[src/rtl/mprj_io_stim_ctrl.sv]
// mprj_io_stim_ctrl
// Management-side controller for the 38 user-project IO pads. A small
// single-master register bus sets per-pad output data, output enables and
// management/user select, and reads back the pad inputs. A user-side
// stimulus counter can drive pads [31:16] when selected.
//
// Build option: define USER_STIM_EN to include the user stimulus counter.
// Without it, user_out is all 0, user_oeb is all 1, USER_CNT reads 0 and
// writes to USER_CNT are ignored.
//
// Bus handshake: a request is bus_cyc & bus_stb, held by the master until
// bus_ack. bus_ack is registered, rises on the first clock edge that sees
// the request and lasts exactly one cycle; it is never raised two cycles in
// a row, so a request still held in the ack cycle is treated as a new
// transaction one cycle later. Writes take effect on the acking edge and
// read data is captured on that same edge (bus_dat_o is 0 outside of a
// read ack).

module mprj_io_stim_ctrl #(
    parameter int NUM_IO = 38
) (
    input  logic              clock,
    input  logic              resetb,
    input  logic              bus_cyc,
    input  logic              bus_stb,
    input  logic              bus_we,
    input  logic [3:0]        bus_adr,
    input  logic [31:0]       bus_dat_i,
    output logic [31:0]       bus_dat_o,
    output logic              bus_ack,
    input  logic [NUM_IO-1:0] mprj_io_in,
    output logic [NUM_IO-1:0] mprj_io_out,
    output logic [NUM_IO-1:0] mprj_io_oeb
);

    localparam int HI_W = NUM_IO - 32;

    localparam logic [3:0] ADR_DATA_LO  = 4'd0;
    localparam logic [3:0] ADR_DATA_HI  = 4'd1;
    localparam logic [3:0] ADR_SEL_LO   = 4'd2;
    localparam logic [3:0] ADR_SEL_HI   = 4'd3;
    localparam logic [3:0] ADR_OEB_LO   = 4'd4;
    localparam logic [3:0] ADR_OEB_HI   = 4'd5;
    localparam logic [3:0] ADR_USER_CNT = 4'd6;
    localparam logic [3:0] ADR_IN_LO    = 4'd7;
    localparam logic [3:0] ADR_IN_HI    = 4'd8;

    logic              req;
    logic              fire;
    logic              wr_fire;
    logic [31:0]       rd_data;
    logic [NUM_IO-1:0] data;
    logic [NUM_IO-1:0] sel;
    logic [NUM_IO-1:0] oeb;
    logic [NUM_IO-1:0] user_out;
    logic [NUM_IO-1:0] user_oeb;
    logic [15:0]       cnt_rd;

    // A transaction is accepted on an edge where the request is present and
    // the previous cycle was not already an ack for it.
    assign req     = bus_cyc & bus_stb;
    assign fire    = req & ~bus_ack;
    assign wr_fire = fire & bus_we;

    // Bus acknowledge and read-data capture at the accepting edge.
    always_ff @(posedge clock or negedge resetb) begin
        if (!resetb) begin
            bus_ack   <= 1'b0;
            bus_dat_o <= '0;
        end else begin
            bus_ack   <= fire;
            bus_dat_o <= (fire && !bus_we) ? rd_data : '0;
        end
    end

    // Management data, select and output-enable registers.
    always_ff @(posedge clock or negedge resetb) begin
        if (!resetb) begin
            data <= '0;
            sel  <= '0;
            oeb  <= '1;
        end else if (wr_fire) begin
            case (bus_adr)
                ADR_DATA_LO: data[31:0]        <= bus_dat_i;
                ADR_DATA_HI: data[NUM_IO-1:32] <= bus_dat_i[HI_W-1:0];
                ADR_SEL_LO:  sel[31:0]         <= bus_dat_i;
                ADR_SEL_HI:  sel[NUM_IO-1:32]  <= bus_dat_i[HI_W-1:0];
                ADR_OEB_LO:  oeb[31:0]         <= bus_dat_i;
                ADR_OEB_HI:  oeb[NUM_IO-1:32]  <= bus_dat_i[HI_W-1:0];
                default: ;
            endcase
        end
    end

`ifdef USER_STIM_EN
    logic [15:0] cnt;

    // User stimulus counter: bit1 clears (and wins over step), bit0 steps
    // with natural 16-bit wrap.
    always_ff @(posedge clock or negedge resetb) begin
        if (!resetb) begin
            cnt <= '0;
        end else if (wr_fire && bus_adr == ADR_USER_CNT) begin
            if (bus_dat_i[1]) begin
                cnt <= '0;
            end else if (bus_dat_i[0]) begin
                cnt <= cnt + 16'd1;
            end
        end
    end

    assign cnt_rd   = cnt;
    assign user_out = {{HI_W{1'b0}}, cnt, 16'h0000};
    assign user_oeb = {{HI_W{1'b1}}, 16'h0000, 16'hFFFF};
`else
    assign cnt_rd   = '0;
    assign user_out = '0;
    assign user_oeb = '1;
`endif

    // Register read mux; reserved indices and unused upper bits read 0.
    always_comb begin
        rd_data = '0;
        case (bus_adr)
            ADR_DATA_LO:  rd_data            = data[31:0];
            ADR_DATA_HI:  rd_data[HI_W-1:0]  = data[NUM_IO-1:32];
            ADR_SEL_LO:   rd_data            = sel[31:0];
            ADR_SEL_HI:   rd_data[HI_W-1:0]  = sel[NUM_IO-1:32];
            ADR_OEB_LO:   rd_data            = oeb[31:0];
            ADR_OEB_HI:   rd_data[HI_W-1:0]  = oeb[NUM_IO-1:32];
            ADR_USER_CNT: rd_data[15:0]      = cnt_rd;
            ADR_IN_LO:    rd_data            = mprj_io_in[31:0];
            ADR_IN_HI:    rd_data[HI_W-1:0]  = mprj_io_in[NUM_IO-1:32];
            default: ;
        endcase
    end

    // Per-pad mux between management registers and the user source; purely
    // combinational so a write shows on the pads in its ack cycle.
    assign mprj_io_out = (sel & user_out) | (~sel & data);
    assign mprj_io_oeb = (sel & user_oeb) | (~sel & oeb);

endmodule

[config.mk]
export PLATFORM = sky130hd
export DESIGN_NAME = mprj_io_stim_ctrl
export DESIGN_NICKNAME = d
export VERILOG_FILES = /design/src/rtl/mprj_io_stim_ctrl.sv
export SDC_FILE = /design/constraint.sdc
export NUM_CORES = 1
export LEC_CHECK = 0
export BUFFER_PORTS_ARGS = -buffer_cell sky130_fd_sc_hd__buf_4
export CORE_MARGIN = 4
export CORE_UTILIZATION = 30
export CTS_CLUSTER_SIZE = 25
export DETAILED_ROUTE_END_ITERATION = 10
export PLACE_DENSITY_LB_ADDON = 0.1
export SLEW_MARGIN = 40
export SYNTH_ARGS = -nofsm -noshare
export SYNTH_HDL_FRONTEND = slang
export SYNTH_SLANG_ARGS = --single-unit
[constraint.sdc]
create_clock -name clock -period 3.3 [get_ports clock]
set_input_delay 0.33 -clock clock [delete_from_list [all_inputs] [get_ports clock]]
set_output_delay 0.33 -clock clock [all_outputs]
set_load 0.03 [all_outputs]
# Yosys cells after proc, flatten, opt, wreduce, memory -nomap -nowiden

Index checks and enable logic that the tools add are counted.

Register bits after elaboration: 147

Bitwise operators: 8
Multiplexer cells: 4
Reductions and logical operators: 9
Eq/ne operators: 7

Operators by type and width:

| cell                                           | number |
|---|---|
| AND 38 bit                                     | 2 |
| case mux 16 bit (4 select lines)               | 1 |
| case mux 6 bit (8 select lines)                | 1 |
| case mux 10 bit (4 select lines)               | 1 |
| inverter 38 bit                                | 1 |
| OR 38 bit                                      | 1 |
| 2-to-1 mux 32 bit                              | 1 |
| == test 4 x 3 -> 1 bit (second input constant) | 3 |
| AND reduction 2 bit                            | 6 |
| == test 4 x 2 -> 1 bit (second input constant) | 2 |
| == test 4 x 1 -> 1 bit (second input constant) | 1 |
| == test 4 bit (second input constant)          | 1 |
| zero test 4 bit                                | 1 |
| AND 1 bit                                      | 3 |
| logical AND 1 bit                              | 1 |
| zero test 1 bit                                | 1 |
| inverter 1 bit                                 | 1 |

# Logic depth before layout (Yosys ltp)

Gate-level depths: netlist of the first run.

Depth after elaboration: 4
Mapped depth: 7
Gate-level depth less buffers: 4

# Least setup slack after synthesis of the first run

Ideal clock, no wire load.

Kind: register to register
Start: reg bus_ack
End: reg data[21]
Buffers on the path: 3
Stages on the path, launching flop included: 8
Arrival: 1,716 ps
Period minus slack after synthesis: 1,840 ps
Library setup time: 125 ps
Path slack: 1,460 ps
Data required time: 3,175 ps
Cell sequence: dfrtp_1 -> and3b_1 -> buf_2 -> and3_1 -> buf_4 -> nand2_2 -> buf_4 -> mux2_2

Longest elaborated chain between the ends: 4

Ends and longest elaborated chain:

| item                                 | RTL line | RTL |
|---|---|---|
| start, declared                      | 30       | `output logic bus_ack,` |
| start signal, assigned               | 71       | `bus_ack <= fire;` |
| inverter 1 bit                       | 62       | `assign fire = req & ~bus_ack;` |
| AND 1 bit                            | 62       |  |
| via fire                             | 49       | `logic fire;` |
| AND 1 bit                            | 63       | `assign wr_fire = fire & bus_we;` |
| AND reduction 2 bit (no source line) | --       |  |
| end signal, assigned                 | 84       | `ADR_DATA_LO: data[31:0] <= bus_dat_i;` |
| end signal, assigned by index        | 85       | `ADR_DATA_HI: data[NUM_IO-1:32] <= bus_dat_i[HI_W-1:0];` |
| end, declared                        | 52       | `logic [NUM_IO-1:0] data;` |

The timed path passes the listed nets, and every way through them passes these cells.
A chain may end at the register's enable or synchronous reset.

# Worst setup path after layout of the first run

Start: reg bus_ack
End: reg sel[20]

Longest elaborated chain between the ends: 4

Ends and longest elaborated chain:

| item                                 | RTL line | RTL |
|---|---|---|
| inverter 1 bit                       | 62       |  |
| AND 1 bit                            | 62       |  |
| AND 1 bit                            | 63       |  |
| AND reduction 2 bit (no source line) | --       |  |
| end signal, assigned                 | 86       | `ADR_SEL_LO: sel[31:0] <= bus_dat_i;` |
| end signal, assigned by index        | 87       | `ADR_SEL_HI: sel[NUM_IO-1:32] <= bus_dat_i[HI_W-1:0];` |
| end, declared                        | 53       | `logic [NUM_IO-1:0] sel;` |

No other way between the ends.

==> run_results.csv, run 1 <==
group,metric,value,unit
pwr,p_sw_frac,0.306,
sta,holdWs,143,ps
final_layout,syn2layout_area_growth,31.6,%
sta,fin_skew,7.76,ps
grt,grt_pass1_vias,5650,
pwr,clockPowerShare,0.360,
worst_setup_path,critPathTopFamily,"simple AND/OR/NAND/NOR gates",
synthesis,ys_ff_latch,147,
drt,dr.pass1.iters,4,
pwr,pwr-share-seq,0.408,
worst_setup_path,endpoint_kind,"register",
clock_tree,clock_sinks,147,
clock_tree,clk_latency,410,ps
clock_tree,cts_tree,"yes",
worst_setup_path,cp.buffers_inverters,0,
pwr,ir_worst_vdd,0.280,mV
status,status,"finished, final reports clean",
worst_setup_path,cp_max_fo,32,
clock_tree,clk_pin_slew,70,ps
drt,wl,21100,um
drt,viasPerCell,4.75,
synthesis,synth_warnings,0,
synthesis,syn_inst,557,
sta,fin_crit_sh,0.699,
worst_setup_path,crit_path_start_kind,"register",
worst_setup_path,max_stage_delay,610,ps
pwr,intPower,3.66,mW
final_layout,utilization,0.403,
synthesis,synth_cell_types,39,
final_layout,num_antenna_cells,0,
floorplan,fp.dieW,163,um
pwr,p_total,5.27,mW
synthesis,ys.flop_type,"dfrtp_1",
pwr,p_per_area,556,nW/um^2
worst_setup_path,path_cells,"and3b_1 -> and3_1 -> nand3b_4 -> mux2_4",
floorplan,io_pins,188,
floorplan,start_util,0.306,
drt,wire_per_inst,19.7,um
clock_tree,post_cts_resized,0,
worst_setup_path,path_class,"reg2reg",
floorplan,core,23500,sq um
synthesis,ys_async_sr_fraction,1.00,
grt,grt_max_degree,78,
final_layout,filler_cell_count,2313,
placement,gp_congestion,0.772,
synthesis,synth_area_leaders,"dfrtp_1 (38%), mux2_2 (14%), dfstp_2 (14%)",
worst_setup_path,crit_required,3590,ps
final_layout,drive_gt1_frac,0.577,
sta,worst_pin_slew,847,ps
sta,clock.fmax,0.434,GHz
grt,antenna_found_initial,0,
floorplan,rows,56,
sta,setup-violations-final,0,
final_layout,num-nets-final,818,
sta,slew_viol_final,0,
drt,num_vias,5084,
pwr,power.leakage,4.67,nW
job,drv_cap,0,
pwr,p_comb_frac,0.232,
sta,rsz0062_at_grt,"no",
floorplan,die_y,163,um
sta,fin_tns_setup,0,ps
sta,hold_viol_final,0,
hold_path,hp-class,"in2reg",
drt,postRouteAntennaNets,0,
clock_tree,cts_buffer_depth,2,
floorplan,dieArea,26500,sq um
synthesis,synth_top_area_cell,"dfrtp_1",
synthesis,synth-edff-count,0,
clock_tree,numCtsBuffers,17,
clock_tree,h-tree-depth,4,
synthesis,syn_area,7200,sq um
clock_tree,cts-root-buf,"clkbuf_16",
grt,grt_usage,0.160,
synthesis,ys_seq_area_frac,0.517,
sta,slew-limit-headroom,0.431,
drt,drt_iter0_drc,266,
final_layout,mostFrequentLayoutCells,"buf_4 (197), dfrtp_1 (109), mux2_2 (89)",
placement,io_buffers,187,
synthesis,synth_fp_nets,636,
sta,min_period,2310,ps
pwr,p_switching,1.61,mW
grt,grt.overflow.total,0,
synthesis,synth_top_area_frac,0.379,
final_layout,final_common_cell,"buf_4",
worst_setup_path,worstPathArrival,2600,ps
placement,hpwl,14300,um
synthesis,syn_area_per_cell,12.9,sq um
drt,drc,0,
grt,grt_pass1_wl,32600,um
worst_setup_path,cp_slowest_cell,"nand3b_4",
==> synth_stat cells (9+ instances only) <==
library cell / number
nor2_1: 30
clkbuf_1: 9
buf_2: 15
mux2_4: 30
o22a_1: 26
or2_2: 38
dfstp_2: 38
mux2i_1: 32
nor2b_1: 39
mux2_2: 89
dfrtp_1: 109
a22oi_1: 32
==> what timing repair did <==
action,CTS,global route
hold endpoints to repair,54,0
hold buffers,1,0
buffers inserted,0,0
==> cell families after synthesis <==
family,Yosys count,share of synthesized area
compound gates,72,0.0763
xor+xnor,1,0.00122
buf+inv,37,0.0313
flops,147,0.517
mux,158,0.257
simple gates,142,0.117
==> path summary, 6_finish.rpt <==
kind	cells past startpoint	startpoint	slack (ps)	to
worst max-delay path	4	bus_ack	990	sel[20]
worst min-delay path	2	bus_dat_i[30]	140	data[30]
worst max register to register	4	bus_ack	990	sel[20]
worst min register to register	1	data[30]	520	data[30]
max in group asynchronous	3	resetb	1900	oeb[11]
min in group asynchronous	2	resetb	510	bus_dat_o[21]
==> worst reg2reg max path, delay by kind of cell (launching register included) <==
| kind | cells | cell delay, ps |
|---|---|---|
| multiplexers | 1 | 550 |
| flip-flops | 1 | 380 |
| AND/OR/NAND/NOR | 3 | 1260 |
==> flip-flops by register name, summed over array words and instances, names as in the netlist <==
| signal | count |
|---|---|
| data | 38 |
| oeb | 38 |
| sel | 38 |
| bus_dat_o | 32 |
| bus_ack | 1 |
==> per-stage QoR <==
stage                     setup slack [ps]  area (sq um)  std cells
after global placement                 968          8890       1038
final                                  993          9480       1071
after global routing                   870          9480       1071
after floorplan                       1460          7200        557
after detailed placement               946          8890       1038
after CTS                              950          9480       1071
==> routing by layer <==
| layer | up-vias | global-route usage | part of all wire |
|---|---|---|---|
| met1 | 2571 | 0.207 | 0.44 |
| li1 | 2363 | - | - |
| met4 | 0 | 0.0454 | 0.014 |
| met2 | 131 | 0.269 | 0.50 |
| met3 | 19 | 0.0385 | 0.049 |
| met5 | - | 0 | 0 |
==> area by class of cell <==
type	instances	area, sq um	share of cell area
tap	319	399	0.0421
clock inverter	14	141	0.0149
timing repair buffer	200	1520	0.160
multi-input combinational	373	3250	0.343
sequential	147	3730	0.393
clock buffer	18	439	0.0463
==> power groups by stage <==
stage	logic [mW]	clock network [mW]	registers [mW]
after floorplan	0.774	0	2.13
after global placement	1.23	0	2.17
after detailed placement	1.24	0	2.18
after CTS	1.25	1.96	2.15
after global routing	1.31	2.04	2.18
final	1.22	1.90	2.15
No activity file was read; power rests on OpenSTA's default activity.
==> run 2, diff against run 1 <==
--- a/config.mk
+++ b/config.mk
@@ -5,6 +5,7 @@
 export SDC_FILE = /design/constraint.sdc
 export NUM_CORES = 1
 export LEC_CHECK = 0
+export ABC_AREA = 1
 export BUFFER_PORTS_ARGS = -buffer_cell sky130_fd_sc_hd__buf_4
 export CORE_MARGIN = 4
 export CORE_UTILIZATION = 30
==> constraint.sdc (replaced) <==
create_clock -name clock -period 1.9 [get_ports clock]
set_input_delay 0.19 -clock clock [delete_from_list [all_inputs] [get_ports clock]]
set_output_delay 0.19 -clock clock [all_outputs]
set_load 0.03 [all_outputs]
==> run 2 against run 1 <==
First-iteration DRC count increased by 45%; critical path type unchanged; total power up 79%; maximum frequency increased by 47%; die area fell by 0.30%; register-to-register slack got worse by 670 ps; global-route usage is 1.3 points higher; clock power rose by 93%; worst hold slack got worse by 110 ps; largest power group unchanged.
==> run_results.csv, run 2 <==
group,metric,value,unit
status,status,"finished, final reports clean",
clock_tree,clock_sinks,147,
placement,gp_congestion,0.784,
drt,drt_iter0_drc,386,
worst_setup_path,crit_required,2190,ps
grt,grt_usage,0.173,
synthesis,synth_top_area_cell,"dfrtp_1",
sta,min_period,1570,ps
synthesis,synth_xor_area_frac,0,
final_layout,largest_registers,"data x38, oeb x38, sel x38",
drt,wire_per_inst,16.1,um
final_layout,final_common_cell,"nand2_1",
sta,fin_skew,7.60,ps
final_layout,num_antenna_cells,0,
sta,fin_ws,326,ps
worst_setup_path,startpoint,"bus_ack",
final_layout,syn2layout_area_growth,33.6,%
synthesis,synth.area.mux_share,0,
clock_tree,post_cts_resized,0,
final_layout,drive_gt1_frac,0.331,
worst_setup_path,cp_slowest_cell,"dfrtp_1",
synthesis,synth_compound_area_frac,0.116,
grt,grt_pass1_wl,35600,um
worst_setup_path,path_cells,"nor2_1 -> nand2_2 -> nor2_8 -> nand3_4 -> buf_12 -> nand2_1 -> o21ai_0",
synthesis,ys_ff_latch,147,
synthesis,synth_top_family_by_area,"simple AND/OR/NAND/NOR gates",
drt,num_vias,6161,
placement,hpwl,15600,um
clock_tree,clk_latency,420,ps
grt,antenna_found_initial,0,
synthesis,syn_area_per_cell,8.22,sq um
clock_tree,cts-root-buf,"clkbuf_16",
hold_path,hp-class,"in2reg",
sta,slew-limit-headroom,0.651,
worst_setup_path,cp_max_fo,48,
sta,fin_tns_setup,0,ps
placement,io_buffers,187,
grt,grt.overflow.total,0,
sta,hold_viol_final,0,
final_layout,mostFrequentLayoutCells,"nand2_1 (219), buf_4 (200), dfrtp_1 (109)",
synthesis,ys_async_sr_fraction,1.00,
synthesis,yosysMostFrequentCell,"nand2_1",
final_layout,utilization,0.409,
floorplan,dieArea,26500,sq um
floorplan,io_pins,188,
pwr,ir_worst_vdd,0.450,mV
clock_tree,numCtsBuffers,17,
drt,wl,22400,um
synthesis,syn_area,7180,sq um
floorplan,start_util,0.306,
clock_tree,clk_pin_slew,60,ps
worst_setup_path,path_class,"reg2reg",
placement,placed_cells,1358,
synthesis,synth_top_area_frac,0.380,
synthesis,synthAdderAreaFrac,0,
sta,slew_viol_final,0,
pwr,p_per_area,982,nW/um^2
pwr,power.leakage,4.88,nW
synthesis,synth_fp_nets,952,
drt,viasPerCell,4.43,
synthesis,ys_seq_area_frac,0.519,
final_layout,filler_cell_count,2490,
synthesis,syn_inst,873,
final_layout,fin_cells,1391,
floorplan,fp.dieW,163,um
floorplan,die_y,163,um
sta,fin_crit_sh,0.828,
worst_setup_path,max_stage_delay,380,ps
clock_tree,cts_tree,"yes",
placement,place_ws,295,ps
floorplan,core,23500,sq um
synthesis,synth-edff-count,0,
clock_tree,ctsHoldBuffers,1,
sta,rsz0062_at_grt,"no",
final_layout,num-nets-final,1138,
grt,grt_pass1_vias,6335,
final_layout,multi_input_area,2820,sq um
clock_tree,cts_buffer_depth,2,
sta,setup-violations-final,0,
pwr,p_total,9.42,mW
drt,dr.pass1.iters,5,
synthesis,ys.flop_type,"dfrtp_1",
clock_tree,h-tree-depth,4,
sta,worst_pin_slew,521,ps
synthesis,synth_cell_types,22,
worst_setup_path,crit_path_start_kind,"register",
worst_setup_path,endpoint_kind,"register",
synthesis,post_synth_and_or_nand_nor_area_fraction,0.277,
final_layout,seq_area,3730,sq um
worst_setup_path,timing.rr.start,"bus_ack",
grt,grt_max_degree,50,
worst_setup_path,worstPathArrival,1870,ps
drt,drc,0,
drt,postRouteAntennaNets,0,
synthesis,synth_area_leaders,"dfrtp_1 (38%), dfstp_2 (14%), nand2_1 (11%)",
sta,clock.fmax,0.635,GHz
clock_tree,post_cts_buffers,0,
hold_path,hp-start,"bus_dat_i[26]",
synthesis,synth_warnings,0,
floorplan,rows,56,
job,drv_cap,0,
synthesis,synthTopCellsByCount,"nand2_1 (219), dfrtp_1 (109), nor2_1 (107)",
run 2: final timing paths:
kind | depth (start not counted) | to | slack [ps]
worst max-delay path | 7 | data[0] | 330
worst min-delay path | 3 | oeb[26] | 30
worst max register to register | 7 | data[0] | 330
worst min register to register | 2 | oeb[2] | 480
max in group asynchronous | 3 | oeb[12] | 1020
min in group asynchronous | 2 | data[33] | 240
run 2: per-layer routing:
metal  track usage  wire length, um  vias to the layer above
li1              -                -                     3140
met1         0.237            10600                     2845
met2         0.276            10300                      153
met3        0.0357             1070                       23
met4        0.0549              340                        0
met5             0                0                        -
run 2: final cells by class:
class	count	share of cell area
sequential	147	0.388
multi-input combinational	601	0.294
clock inverter	8	0.0153
timing repair buffer	211	0.178
inverter	81	0.0317
tap	319	0.0416
clock buffer	24	0.0513
run 2: cells by family (layout without fill, tap and decap cells):
| group | Yosys count | in the layout |
|---|---|---|
| simple gates | 453 | 453 |
| compound gates | 148 | 148 |
| flops | 147 | 147 |
| buf+inv | 125 | 324 |
run 2: report_power, final:
part	switching [mW]	internal (mW)
logic	1.24	0.792
registers	0.232	3.50
clock network	1.32	2.34
run 2: stage by stage:
step / area, sq um / hold WS, ps
3_3_place_gp: 8940 / 127
3_5_place_dp: 8940 / 122
4_1_cts: 9590 / 16.6
5_1_grt: 9590 / 22.0
2_1_floorplan: 7180 / -106
6_report: 9590 / 30.6
run 2: worst max-delay path, delay by kind of cell, from the launching register on:
family | cells | cell delay, ps
AOI/OAI and AO/OA | 1 | 70
buffers and inverters | 1 | 250
DFF | 1 | 380
and+or+nand+nor | 5 | 730
==> run 3, diff against run 2 <==
--- a/config.mk
+++ b/config.mk
@@ -5,7 +5,7 @@
 export SDC_FILE = /design/constraint.sdc
 export NUM_CORES = 1
 export LEC_CHECK = 0
-export ABC_AREA = 1
+export ABC_AREA = 0
 export BUFFER_PORTS_ARGS = -buffer_cell sky130_fd_sc_hd__buf_4
 export CORE_MARGIN = 4
 export CORE_UTILIZATION = 30
==> constraint.sdc (replaced) <==
create_clock -name clock -period 1.3 [get_ports clock]
set_input_delay 0.13 -clock clock [delete_from_list [all_inputs] [get_ports clock]]
set_output_delay 0.13 -clock clock [all_outputs]
set_load 0.03 [all_outputs]
==> run 3 against run 2 <==
Global-route usage rose by 0.67 points; sequential power rose by 46%; the run now ends with negative setup slack left; worst hold slack improved by 52 ps; critical endpoint is now bus_dat_o[30]; clock power rose by 40%; die area rose by 0.30%; clock-buffer cell count fell by 4.
==> run_results.csv, run 3 (synthesis gave the netlist of run 1 again) <==
group,metric,value,unit
status,status,"finished, violations left",
status,violations,"negative setup slack",
sta,fin_skew,7.51,ps
placement,hpwl,15800,um
clock_tree,numCtsBuffers,17,
clock_tree,cts_buffer_depth,2,
sta,min_period,1650,ps
pwr,clockPowerShare,0.340,
sta,worst_pin_slew,331,ps
sta,fin_crit_sh,1.27,
hold_path,hp-class,"in2reg",
grt,grt_max_degree,48,
drt,num_vias,5852,
final_layout,fin_cells,1242,
clock_tree,h-tree-depth,4,
placement,gp_congestion,0.743,
floorplan,die_y,163,um
drt,drt_iter0_drc,214,
worst_setup_path,worstPathArrival,2000,ps
sta,hold_viol_final,0,
pwr,intPower,10.8,mW
pwr,p_sw_frac,0.289,
floorplan,core,23500,sq um
sta,slew-limit-headroom,0.779,
worst_setup_path,crit_path_start_kind,"register",
floorplan,start_util,0.306,
floorplan,fp.dieW,163,um
floorplan,io_pins,188,
drt,viasPerCell,4.71,
final_layout,post-route-cell-area,12000,sq um
final_layout,drive_gt1_frac,0.676,
worst_setup_path,endpoint_kind,"register",
clock_tree,clk_latency,420,ps
final_layout,mostFrequentLayoutCells,"buf_4 (208), dfrtp_1 (108), buf_6 (102)",
sta,setup-violations-final,201,
final_layout,syn2layout_area_growth,66.0,%
sta,slew_viol_final,0,
pwr,ir_worst_vdd,0.713,mV
worst_setup_path,crit_required,1640,ps
final_layout,final_common_cell,"buf_4",
clock_tree,cts-root-buf,"clkbuf_16",
placement,placed_cells,1080,
job,drv_cap,0,
floorplan,dieArea,26500,sq um
placement,dpl_cell_area,9380,sq um
pwr,p_switching,4.37,mW
drt,wl,24200,um
drt,dr.pass1.iters,4,
final_layout,num-nets-final,989,
sta,fin_ws,-352,ps
clock_tree,clk_pin_slew,70,ps
grt,antenna_found_initial,0,
floorplan,rows,56,
clock_tree,cts_tree,"yes",
drt,wire_per_inst,19.5,um
drt,postRouteAntennaNets,0,
worst_setup_path,cp_max_fo,13,
final_layout,largest_registers,"data x38, oeb x38, sel x38",
clock_tree,clock_sinks,147,
grt,grt_pass1_vias,6401,
sta,rsz0062_at_grt,"yes",
worst_setup_path,path_class,"reg2reg",
placement,io_buffers,187,
pwr,pwr-share-seq,0.360,
pwr,p_per_area,1270,nW/um^2
pwr,power.leakage,5.82,nW
sta,clock.fmax,0.605,GHz
pwr,p_comb_frac,0.300,
drt,drc,0,
grt,grt_pass1_wl,36700,um
grt,grt_usage,0.180,
grt,grt.overflow.total,0,
final_layout,num_antenna_cells,0,
==> run 3: cell count changes in the layout (fill, tap and decap cells not counted), sizes merged, moves of 7 or more <==
cell	before	now
nand3	78	1
and3	0	7
o22a	0	26
buf	210	332
nor2	113	34
nor2b	0	39
nand2	224	9
mux2i	0	32
o21ai	142	6
mux2	0	126
dlygate4sd3	1	38
a22oi	0	32
inv	81	1
==> run 3: worst paths after layout <==
kind,startpoint,end,slack [ps],cells after the start
max,bus_ack,bus_dat_o[30],-350,5
max reg2reg,bus_ack,bus_dat_o[30],-350,5
min,mprj_io_in[37],bus_dat_o[5],80,3
max in group asynchronous,resetb,oeb[25],500,3
min reg2reg,data[16],data[16],530,1
min in group asynchronous,resetb,bus_dat_o[9],170,2
==> run 3: power groups by stage <==
stage | sequential, mW | clock [mW] | combinational (mW)
after floorplan | 5.42 | 0 | 2.00
after global placement | 5.53 | 0 | 3.24
final | 5.45 | 5.14 | 4.54
after CTS | 5.42 | 5.24 | 4.35
after global routing | 5.50 | 5.43 | 4.81
after detailed placement | 5.55 | 0 | 3.26
==> run 3: final cells by class <==
class	instances	area, sq um
clock buffers	20	457
clock inverters	12	155
fillers	2131	11600
multi-input cells	373	3670
flip-flops and latches	147	3730
well taps	319	399
repair buffers	371	3540
==> run 3: timing repair <==
action                     4_1_cts  5_1_grt
setup endpoints to repair      195      221
setup buffers                   79       12
cloned                           3        1
hold endpoints to repair       228        0
pin swaps                       24        8
resized for setup              162       79
hold buffers                    38        0
==> run 3: layer usage <==
metal | routed length [um] | track usage
met1 | 10800 | 0.234
met2 | 11900 | 0.306
met3 | 1200 | 0.0334
met4 | 352 | 0.0530
met5 | 0 | 0
==> run 3: critical path, cell delays in order, from the launching register on <==
cell and delay, ps:
dfrtp_2 400, and3b_2 260, buf_6 110, or4b_4 500
buf_12 190, nor2_2 110
==> run 3: per-stage QoR <==
| stage | utilization | setup slack, ps | hold WS [ps] | power [mW] | TNS (ps) |
|---|---|---|---|---|---|
| 2_1_floorplan | - | -455 | -166 | 7.42 | -51590 |
| 3_3_place_gp | 0.398 | -370 | 45.8 | 8.77 | -44860 |
| 3_5_place_dp | 0.398 | -383 | 45.0 | 8.81 | -47130 |
| 4_1_cts | 0.493 | -362 | 37.1 | 15.0 | -45610 |
| 5_1_grt | 0.508 | -395 | 68.8 | 15.7 | -52510 |
| 6_report | 0.508 | -352 | 82.4 | 15.1 | -42700 |
